<file path="config.mk">
export PLATFORM = sky130hd
export DESIGN_NAME = irq_trap_ctrl_flat
export DESIGN_NICKNAME = d
export VERILOG_FILES = /design/src/rtl/irq_trap_ctrl_if.sv /design/src/rtl/irq_trap_ctrl.sv /design/src/flat_wrapper.sv
export SDC_FILE = /design/constraint.sdc
export NUM_CORES = 1
export LEC_CHECK = 0
export ABC_CLOCK_PERIOD_IN_PS = 1700
export BUFFER_PORTS_ARGS = -buffer_cell sky130_fd_sc_hd__buf_2
export CORE_AREA = 2 2 84 86
export CTS_BUF_LIST = sky130_fd_sc_hd__clkbuf_2 sky130_fd_sc_hd__clkbuf_4 sky130_fd_sc_hd__clkbuf_8
export DETAILED_ROUTE_END_ITERATION = 10
export DIE_AREA = 0 0 86 88
export PLACE_DENSITY_LB_ADDON = 0.25
export SLEW_MARGIN = 20
export SYNTH_ARGS = -nofsm -noshare
export SYNTH_HDL_FRONTEND = slang
export SYNTH_SLANG_ARGS = --single-unit
</file>
<file path="constraint.sdc">
create_clock -name clk -period 1.7 [get_ports clk]
set_input_delay 0.255 -clock clk [delete_from_list [all_inputs] [get_ports clk]]
set_output_delay 0.255 -clock clk [all_outputs]
set_load 0.02 [all_outputs]
</file>
<file path="src/rtl/irq_trap_ctrl_if.sv">
// irq_trap_ctrl_if: pipeline/CSR-side signals of the machine-mode interrupt and trap sequencer
interface irq_trap_ctrl_if #(parameter int XLEN = 32);
  logic ext_irq_i;
  logic sw_irq_i;
  logic tmr_irq_i;
  logic mstatus_mie_i;
  logic [2:0] mie_i;
  logic [XLEN-1:0] mtvec_i;
  logic [XLEN-1:0] mepc_i;
  logic [XLEN-1:0] pc_ex_i;
  logic ex_valid_i;
  logic ex_busy_i;
  logic is_mret_i;
  logic [2:0] mip_o;
  logic trap_take_o;
  logic mret_take_o;
  logic flush_o;
  logic pc_redirect_o;
  logic [XLEN-1:0] redirect_pc_o;
  logic mepc_we_o;
  logic [XLEN-1:0] mepc_wdata_o;
  logic mcause_we_o;
  logic [XLEN-1:0] mcause_wdata_o;
  logic busy_o;
  modport master (
    output ext_irq_i, sw_irq_i, tmr_irq_i, mstatus_mie_i, mie_i, mtvec_i, mepc_i, pc_ex_i,
           ex_valid_i, ex_busy_i, is_mret_i,
    input  mip_o, trap_take_o, mret_take_o, flush_o, pc_redirect_o, redirect_pc_o,
           mepc_we_o, mepc_wdata_o, mcause_we_o, mcause_wdata_o, busy_o
  );
  modport slave (
    input  ext_irq_i, sw_irq_i, tmr_irq_i, mstatus_mie_i, mie_i, mtvec_i, mepc_i, pc_ex_i,
           ex_valid_i, ex_busy_i, is_mret_i,
    output mip_o, trap_take_o, mret_take_o, flush_o, pc_redirect_o, redirect_pc_o,
           mepc_we_o, mepc_wdata_o, mcause_we_o, mcause_wdata_o, busy_o
  );
endinterface

</file>
<file path="src/rtl/irq_trap_ctrl.sv">
// irq_trap_ctrl: machine-mode interrupt/mret sequencer; define TRAP_VECTORED_EN for vectored mtvec mode
module irq_trap_ctrl #(
  parameter int SETTLE_CYCLES = 2,
  parameter int XLEN = 32
) (
  input logic clk,
  input logic reset,
  irq_trap_ctrl_if.slave bus
);
  localparam int CW = SETTLE_CYCLES > 1 ? $clog2(SETTLE_CYCLES) : 1;
  typedef enum logic {IDLE, SETTLE} state_t;
  state_t state, state_n;
  logic [CW-1:0] cnt;
  logic [2:0] mip_q;
  logic [2:0] en;
  logic [3:0] code;
  logic [XLEN-1:0] cause;
  logic [XLEN-1:0] base;
  logic [XLEN-1:0] tvec;
  logic idle;
  logic mret_go;
  logic trap_go;
  always_ff @(posedge clk) begin
    if (reset) begin
      state <= IDLE;
      cnt <= '0;
      mip_q <= '0;
    end else begin
      state <= state_n;
      mip_q <= {bus.ext_irq_i, bus.tmr_irq_i, bus.sw_irq_i};
      cnt <= (mret_go | trap_go) ? CW'(SETTLE_CYCLES - 1) : (cnt != '0) ? cnt - 1'b1 : cnt;
    end
  end
  always_comb begin
    idle = state == IDLE;
    en = mip_q & bus.mie_i;
    mret_go = idle & bus.is_mret_i & bus.ex_valid_i;
    trap_go = idle & (|en) & bus.mstatus_mie_i & bus.ex_valid_i & ~bus.ex_busy_i & ~bus.is_mret_i;
    state_n = idle ? ((mret_go | trap_go) ? SETTLE : IDLE) : ((cnt == '0) ? IDLE : SETTLE);
  end
  always_comb begin
    code = en[2] ? 4'd11 : en[0] ? 4'd3 : 4'd7;
    cause = {1'b1, {(XLEN-5){1'b0}}, code};
    base = {bus.mtvec_i[XLEN-1:2], 2'b00};
`ifdef TRAP_VECTORED_EN
    tvec = (bus.mtvec_i[1:0] == 2'b01) ? base + XLEN'({cause[4:0], 2'b00}) : base;
`else
    tvec = base;
`endif
    bus.mip_o = mip_q;
    bus.trap_take_o = trap_go & ~reset;
    bus.mret_take_o = mret_go & ~reset;
    bus.flush_o = (trap_go | mret_go) & ~reset;
    bus.pc_redirect_o = (trap_go | mret_go) & ~reset;
    bus.redirect_pc_o = mret_go ? bus.mepc_i : tvec;
    bus.mepc_we_o = trap_go & ~reset;
    bus.mepc_wdata_o = bus.pc_ex_i;
    bus.mcause_we_o = trap_go & ~reset;
    bus.mcause_wdata_o = cause;
    bus.busy_o = ~idle & ~reset;
  end
endmodule

</file>
<file path="src/flat_wrapper.sv">
// flat-port wrapper written by rule: the top's interface ports become plain ports
module irq_trap_ctrl_flat 
#(
  parameter int SETTLE_CYCLES = 2,
  parameter int XLEN = 32
)
  (clk, reset, bus_ext_irq_i, bus_sw_irq_i, bus_tmr_irq_i, bus_mstatus_mie_i, bus_mie_i, bus_mtvec_i, bus_mepc_i, bus_pc_ex_i, bus_ex_valid_i, bus_ex_busy_i, bus_is_mret_i, bus_mip_o, bus_trap_take_o, bus_mret_take_o, bus_flush_o, bus_pc_redirect_o, bus_redirect_pc_o, bus_mepc_we_o, bus_mepc_wdata_o, bus_mcause_we_o, bus_mcause_wdata_o, bus_busy_o);
  irq_trap_ctrl_if #(.XLEN(XLEN)) bus_i ();
  input logic clk;
  input logic reset;
  input wire logic [$bits(bus_i.ext_irq_i)-1:0] bus_ext_irq_i;
  input wire logic [$bits(bus_i.sw_irq_i)-1:0] bus_sw_irq_i;
  input wire logic [$bits(bus_i.tmr_irq_i)-1:0] bus_tmr_irq_i;
  input wire logic [$bits(bus_i.mstatus_mie_i)-1:0] bus_mstatus_mie_i;
  input wire logic [$bits(bus_i.mie_i)-1:0] bus_mie_i;
  input wire logic [$bits(bus_i.mtvec_i)-1:0] bus_mtvec_i;
  input wire logic [$bits(bus_i.mepc_i)-1:0] bus_mepc_i;
  input wire logic [$bits(bus_i.pc_ex_i)-1:0] bus_pc_ex_i;
  input wire logic [$bits(bus_i.ex_valid_i)-1:0] bus_ex_valid_i;
  input wire logic [$bits(bus_i.ex_busy_i)-1:0] bus_ex_busy_i;
  input wire logic [$bits(bus_i.is_mret_i)-1:0] bus_is_mret_i;
  output wire logic [$bits(bus_i.mip_o)-1:0] bus_mip_o;
  output wire logic [$bits(bus_i.trap_take_o)-1:0] bus_trap_take_o;
  output wire logic [$bits(bus_i.mret_take_o)-1:0] bus_mret_take_o;
  output wire logic [$bits(bus_i.flush_o)-1:0] bus_flush_o;
  output wire logic [$bits(bus_i.pc_redirect_o)-1:0] bus_pc_redirect_o;
  output wire logic [$bits(bus_i.redirect_pc_o)-1:0] bus_redirect_pc_o;
  output wire logic [$bits(bus_i.mepc_we_o)-1:0] bus_mepc_we_o;
  output wire logic [$bits(bus_i.mepc_wdata_o)-1:0] bus_mepc_wdata_o;
  output wire logic [$bits(bus_i.mcause_we_o)-1:0] bus_mcause_we_o;
  output wire logic [$bits(bus_i.mcause_wdata_o)-1:0] bus_mcause_wdata_o;
  output wire logic [$bits(bus_i.busy_o)-1:0] bus_busy_o;
  assign bus_i.ext_irq_i = bus_ext_irq_i;
  assign bus_i.sw_irq_i = bus_sw_irq_i;
  assign bus_i.tmr_irq_i = bus_tmr_irq_i;
  assign bus_i.mstatus_mie_i = bus_mstatus_mie_i;
  assign bus_i.mie_i = bus_mie_i;
  assign bus_i.mtvec_i = bus_mtvec_i;
  assign bus_i.mepc_i = bus_mepc_i;
  assign bus_i.pc_ex_i = bus_pc_ex_i;
  assign bus_i.ex_valid_i = bus_ex_valid_i;
  assign bus_i.ex_busy_i = bus_ex_busy_i;
  assign bus_i.is_mret_i = bus_is_mret_i;
  assign bus_mip_o = bus_i.mip_o;
  assign bus_trap_take_o = bus_i.trap_take_o;
  assign bus_mret_take_o = bus_i.mret_take_o;
  assign bus_flush_o = bus_i.flush_o;
  assign bus_pc_redirect_o = bus_i.pc_redirect_o;
  assign bus_redirect_pc_o = bus_i.redirect_pc_o;
  assign bus_mepc_we_o = bus_i.mepc_we_o;
  assign bus_mepc_wdata_o = bus_i.mepc_wdata_o;
  assign bus_mcause_we_o = bus_i.mcause_we_o;
  assign bus_mcause_wdata_o = bus_i.mcause_wdata_o;
  assign bus_busy_o = bus_i.busy_o;
  irq_trap_ctrl #(.SETTLE_CYCLES(SETTLE_CYCLES), .XLEN(XLEN)) u_core (.clk(clk), .reset(reset), .bus(bus_i));
endmodule
</file>
# ---- Word-level counts from Yosys, hierarchy flattened
# Index checks and enable logic that the tools add are counted.
dict set report classes {
  bitwise_logic 17
  mux 8
  addsub 1
  n_reduce_logical 1
}
# op n
set ops {}
lappend ops {{32-bit 2-to-1 mux} 1}
lappend ops {{1-bit AND} 11}
lappend ops {{1-bit 2-to-1 mux} 5}
lappend ops {{4-bit 2-to-1 mux} 1}
lappend ops {{1-bit inverter} 4}
lappend ops {{3-bit AND} 1}
lappend ops {{3-bit 2-to-1 mux} 1}
lappend ops {{3-bit OR reduction} 1}
lappend ops {{1-bit OR} 1}
lappend ops {{1-bit subtractor, second input constant} 1}
dict set report totals {
  inputBits 108
  ff_bits 5
  wordCells 30
}

# ---- Logic depth before layout (Yosys ltp)
dict set report depth {
  ltp_word 10
  ltp_mapped 4
}

# ---- Worst setup path before layout
# OpenSTA, ideal clock, no wires.
dict set report synth_path {
  path_type {reg2out}
  from {register u_core.mip_q[2] (netlist: u_core.bus.mip_o[2])}
  to {output port bus_pc_redirect_o}
  t_required_ns 1.445
  stages_incl_launch_ff 5
  t_arrival_ns 1.672
  slack_ns -0.227
  path_cell_list {dfxtp_1 -> a22oi_1 -> a211o_1 -> a21oi_1 -> buf_4}
}
dict set report synth_between {
  elab_chain_cells 9
}
# item line_no
set synth_rtl {}
lappend synth_rtl {{start: declaration} irq_trap_ctrl.sv:14} ;# logic [2:0] mip_q;
lappend synth_rtl {{start signal: assignment} irq_trap_ctrl.sv:30} ;# mip_q <= {bus.ext_irq_i, bus.tmr_irq_i, bus.sw_irq_i};
lappend synth_rtl {{3-bit AND} irq_trap_ctrl.sv:36} ;# en = mip_q & bus.mie_i;
lappend synth_rtl {{3-bit OR reduction} irq_trap_ctrl.sv:38} ;# trap_go = idle & (|en) & bus.mstatus_mie_i & bus.ex_valid_i & ~bus.ex_busy_i & ~bus.is_mret_i;
lappend synth_rtl {{1-bit AND (5 in series)} irq_trap_ctrl.sv:38}
lappend synth_rtl {{1-bit OR} --}
lappend synth_rtl {{1-bit AND} --}
lappend synth_rtl {{end: declaration} flat_wrapper.sv:26} ;# output wire logic [$bits(bus_i.pc_redirect_o)-1:0] bus_pc_redirect_o;
# Every way passes these cells.

# ---- Worst setup path in the final report
dict set report layout_path {
  from {register u_core.state}
  to {output port bus_redirect_pc_o[15]}
}
dict set report layout_between {
  elab_chain_cells 4
}
# item line_no
set layout_rtl {}
lappend layout_rtl {{start: declaration} irq_trap_ctrl.sv:12} ;# state_t state, state_n;
lappend layout_rtl {{start signal: assignment} irq_trap_ctrl.sv:29} ;# state <= state_n;
lappend layout_rtl {{1-bit inverter} irq_trap_ctrl.sv:35} ;# idle = state == IDLE;
lappend layout_rtl {{1-bit AND (2 in series)} irq_trap_ctrl.sv:37} ;# mret_go = idle & bus.is_mret_i & bus.ex_valid_i;
lappend layout_rtl {{32-bit 2-to-1 mux} irq_trap_ctrl.sv:55} ;# bus.redirect_pc_o = mret_go ? bus.mepc_i : tvec;
lappend layout_rtl {{end: declaration} flat_wrapper.sv:27} ;# output wire logic [$bits(bus_i.redirect_pc_o)-1:0] bus_redirect_pc_o;
# Every way passes these cells.

==> reports/results.ini <==
[drt]
routed.top_layer=met4
wl_per_cell_um=8.88
vias_after_detailed_routing=1009
postRouteWirelength_um=2580
initialDrtViolationCount=4
per_cell_via_count_in_the_routed_design=3.47
detailedRoute.firstPassIterationCount=2
drt_drc_violations_left=0
route.met2.wl_um=1260
routed-wl-met3_um=425
drt.antenna.violating_nets=0
wl_met1_um=854

[global_routing]
grt_pass1_vias=853
initial_antenna_violation_count=0
global_route_wire_length_before_repair_um=3530
grtUsageTotal=0.0569
largest_net_degree_at_the_start_of_global_routing=19
overflow=0

[synth]
synth_cell_types=19
synth-simple-area-share=0.0730
post_synth_instance_area_um2=1110
synth-xor-area-share=0
adder_and_majority_cell_fraction_of_the_synthesized_area=0
sequential_fraction_of_the_synthesis_area=0.0898
netlist_instances=127
syn-mean-instance-area_um2=8.78
yosys_warnings=0
compound_gate_fraction_of_synth_area=0.0415
largest_family_of_logic_cells_by_synthesized_area=buffers and inverters
synth.area.mux_share=0.303
register_bit_total_from_synthesis=5

[finish]
antenna-diode-count=0
drive_gt1_frac=0.763
mostFrequentLayoutCells=buf_2 (110), conb_1 (30), mux2_2 (28)
n_fill_cell=744
layout.cells.most_common=buf_2
layout.nets=320
final_util=0.232
layout-area-overhead-vs-synth_pct=38.2

[clock_tree]
hold_buffers_post_cts=0
tritoncts=built
cts_inserted_buffers=3
cts.sink_count=5
htree_num_levels=1
root_buffer=clkbuf_8
clkTransAtPathRegs_ps=30
clk_latency_ps=210
max_clock_buf_depth=2

[placement]
io_buffers=117
post-dp-hpwl_um=2290
gp_congestion=0.673
pre_cts_slack_ps=166

[die]
io_pins=214
cell_row_count=30
die_width_um=86
die_span_y_um=88
initial_core_utilization=0.168
fp.coreArea_um2=6640
design.die.area_um2=7570

[worst_setup_path]
first_element_of_the_critical_path=u_core.state$_SDFF_PP0_
crit_path_top_delay_cell=dfxtp_4
worst-path-max-fanout=18
cp.required_ps=1440
critical_path_arrival_ps=1400
startpoint_kind_of_the_worst_setup_timing_path=register
ff2ff_setup_slack_ps=430
end_kind=output port
rr_startpoint=u_core.state$_SDFF_PP0_
max_stage_delay_ps=360
critical_path_class=reg -> out
timing.critical_path.cells=nand3b_4 -> buf_12 -> mux2_2 -> buf_2

[pwr]
vdd.ir_drop.worst_mv=0.293
power_density_nw_per_um2=520
leakagePower_nw=0.868
fin_total_pwr_uw=800

[sta]
setup_tns_ps=0
setup_viol_count_final=0
finClkSkew_ps=0.250
clock.fmax_mhz=604
rsz0062_at_grt=true
min_period_over_period=0.973
finalHoldViolCount=0
hold_slack_ps=250
report.final.slew_viol_count=0
fin_ws_ps=45.1
fin_crit_ps=1650

[min_path]
path_class_of_the_lowest_slack_min_delay_path=in -> reg
hold_start=bus_ext_irq_i

[job]
drv.max_cap_violation_count=0

[status]
outcome=finished clean

[Yosys cell counts (all sizes together)]
master,instances,area share
conb,2,0.0067
inv,3,0.010
dfxtp,5,0.090
buf,66,0.45
a22oi,1,0.0067
a211o,1,0.0079
nand2,1,0.0034
mux2,30,0.30
nand3b,1,0.018
nand4bb,1,0.010
nor2,4,0.013
nor2b,4,0.022
a221oi,1,0.013
clkbuf,3,0.028
and2,1,0.0056
a21oi,3,0.013
[cell type report]
| cell class | instances | area (um2) | area share |
|---|---|---|---|
| inverter | 3 | 11.3 | 0.00731 |
| tap | 80 | 100 | 0.0650 |
| clock buffer | 4 | 48.8 | 0.0317 |
| sequential | 5 | 104 | 0.0674 |
| timing repair buffer | 121 | 662 | 0.430 |
| multi-input combinational | 78 | 614 | 0.399 |
[logic make-up (layout without fill, tap and decap cells)]
| group | count (synthesis) | after routing |
|---|---|---|
| DFF | 5 | 5 |
| and+or+nand+nor | 12 | 12 |
| muxes | 30 | 30 |
| buffers and inverters | 72 | 128 |
| AOI/OAI and AO/OA | 6 | 6 |
| other | 2 | 30 |
[critical path, delay by kind of cell (launching register included)]
| kind | cells | cell delay (ps) |
|---|---|---|
| buffers and inverters | 2 | 320 |
| DFF | 1 | 360 |
| muxes | 1 | 340 |
| and+or+nand+nor | 1 | 160 |
[registers in the layout, summed over array words and instances (netlist names)]
name / flops
u_core.state: 1
u_core.cnt: 1
u_core.bus.mip_o: 3
[power by group]
part,switching [mW],internal (mW)
combinational,0.245,0.196
clock,0.0524,0.176
sequential,0.00521,0.125
[what timing repair did]
action | 4_1_cts | 5_1_grt
pin swaps | 0 | 1
setup endpoints to repair | 32 | 30
gates resized for setup | 5 | 9
buffers inserted | 0 | 2
cloned | 0 | 0
endpoints found under the hold margin | 0 | 0
[final timing paths]
check,endpoint,cells after the start
worst max-delay path,bus_redirect_pc_o[15],4
worst min-delay path,u_core.bus.mip_o[2]$_SDFF_PP0_,2
worst max register to register,u_core.state$_SDFF_PP0_,4
worst min register to register,u_core.state$_SDFF_PP0_,2
[per-layer routing]
layer	vias to the layer above	global-route usage
met3	10	0.0226
met5	-	0
li1	487	-
met4	0	0.0245
met1	427	0.0543
met2	85	0.108
[per-stage QoR]
stage          instance area (um2)  cells
2_1_floorplan                 1240    155
3_3_place_gp                  1430    285
3_5_place_dp                  1430    285
4_1_cts                       1500    289
5_1_grt                       1540    291
6_report                      1540    291
Note: power is estimated with default switching activity, not from simulation.
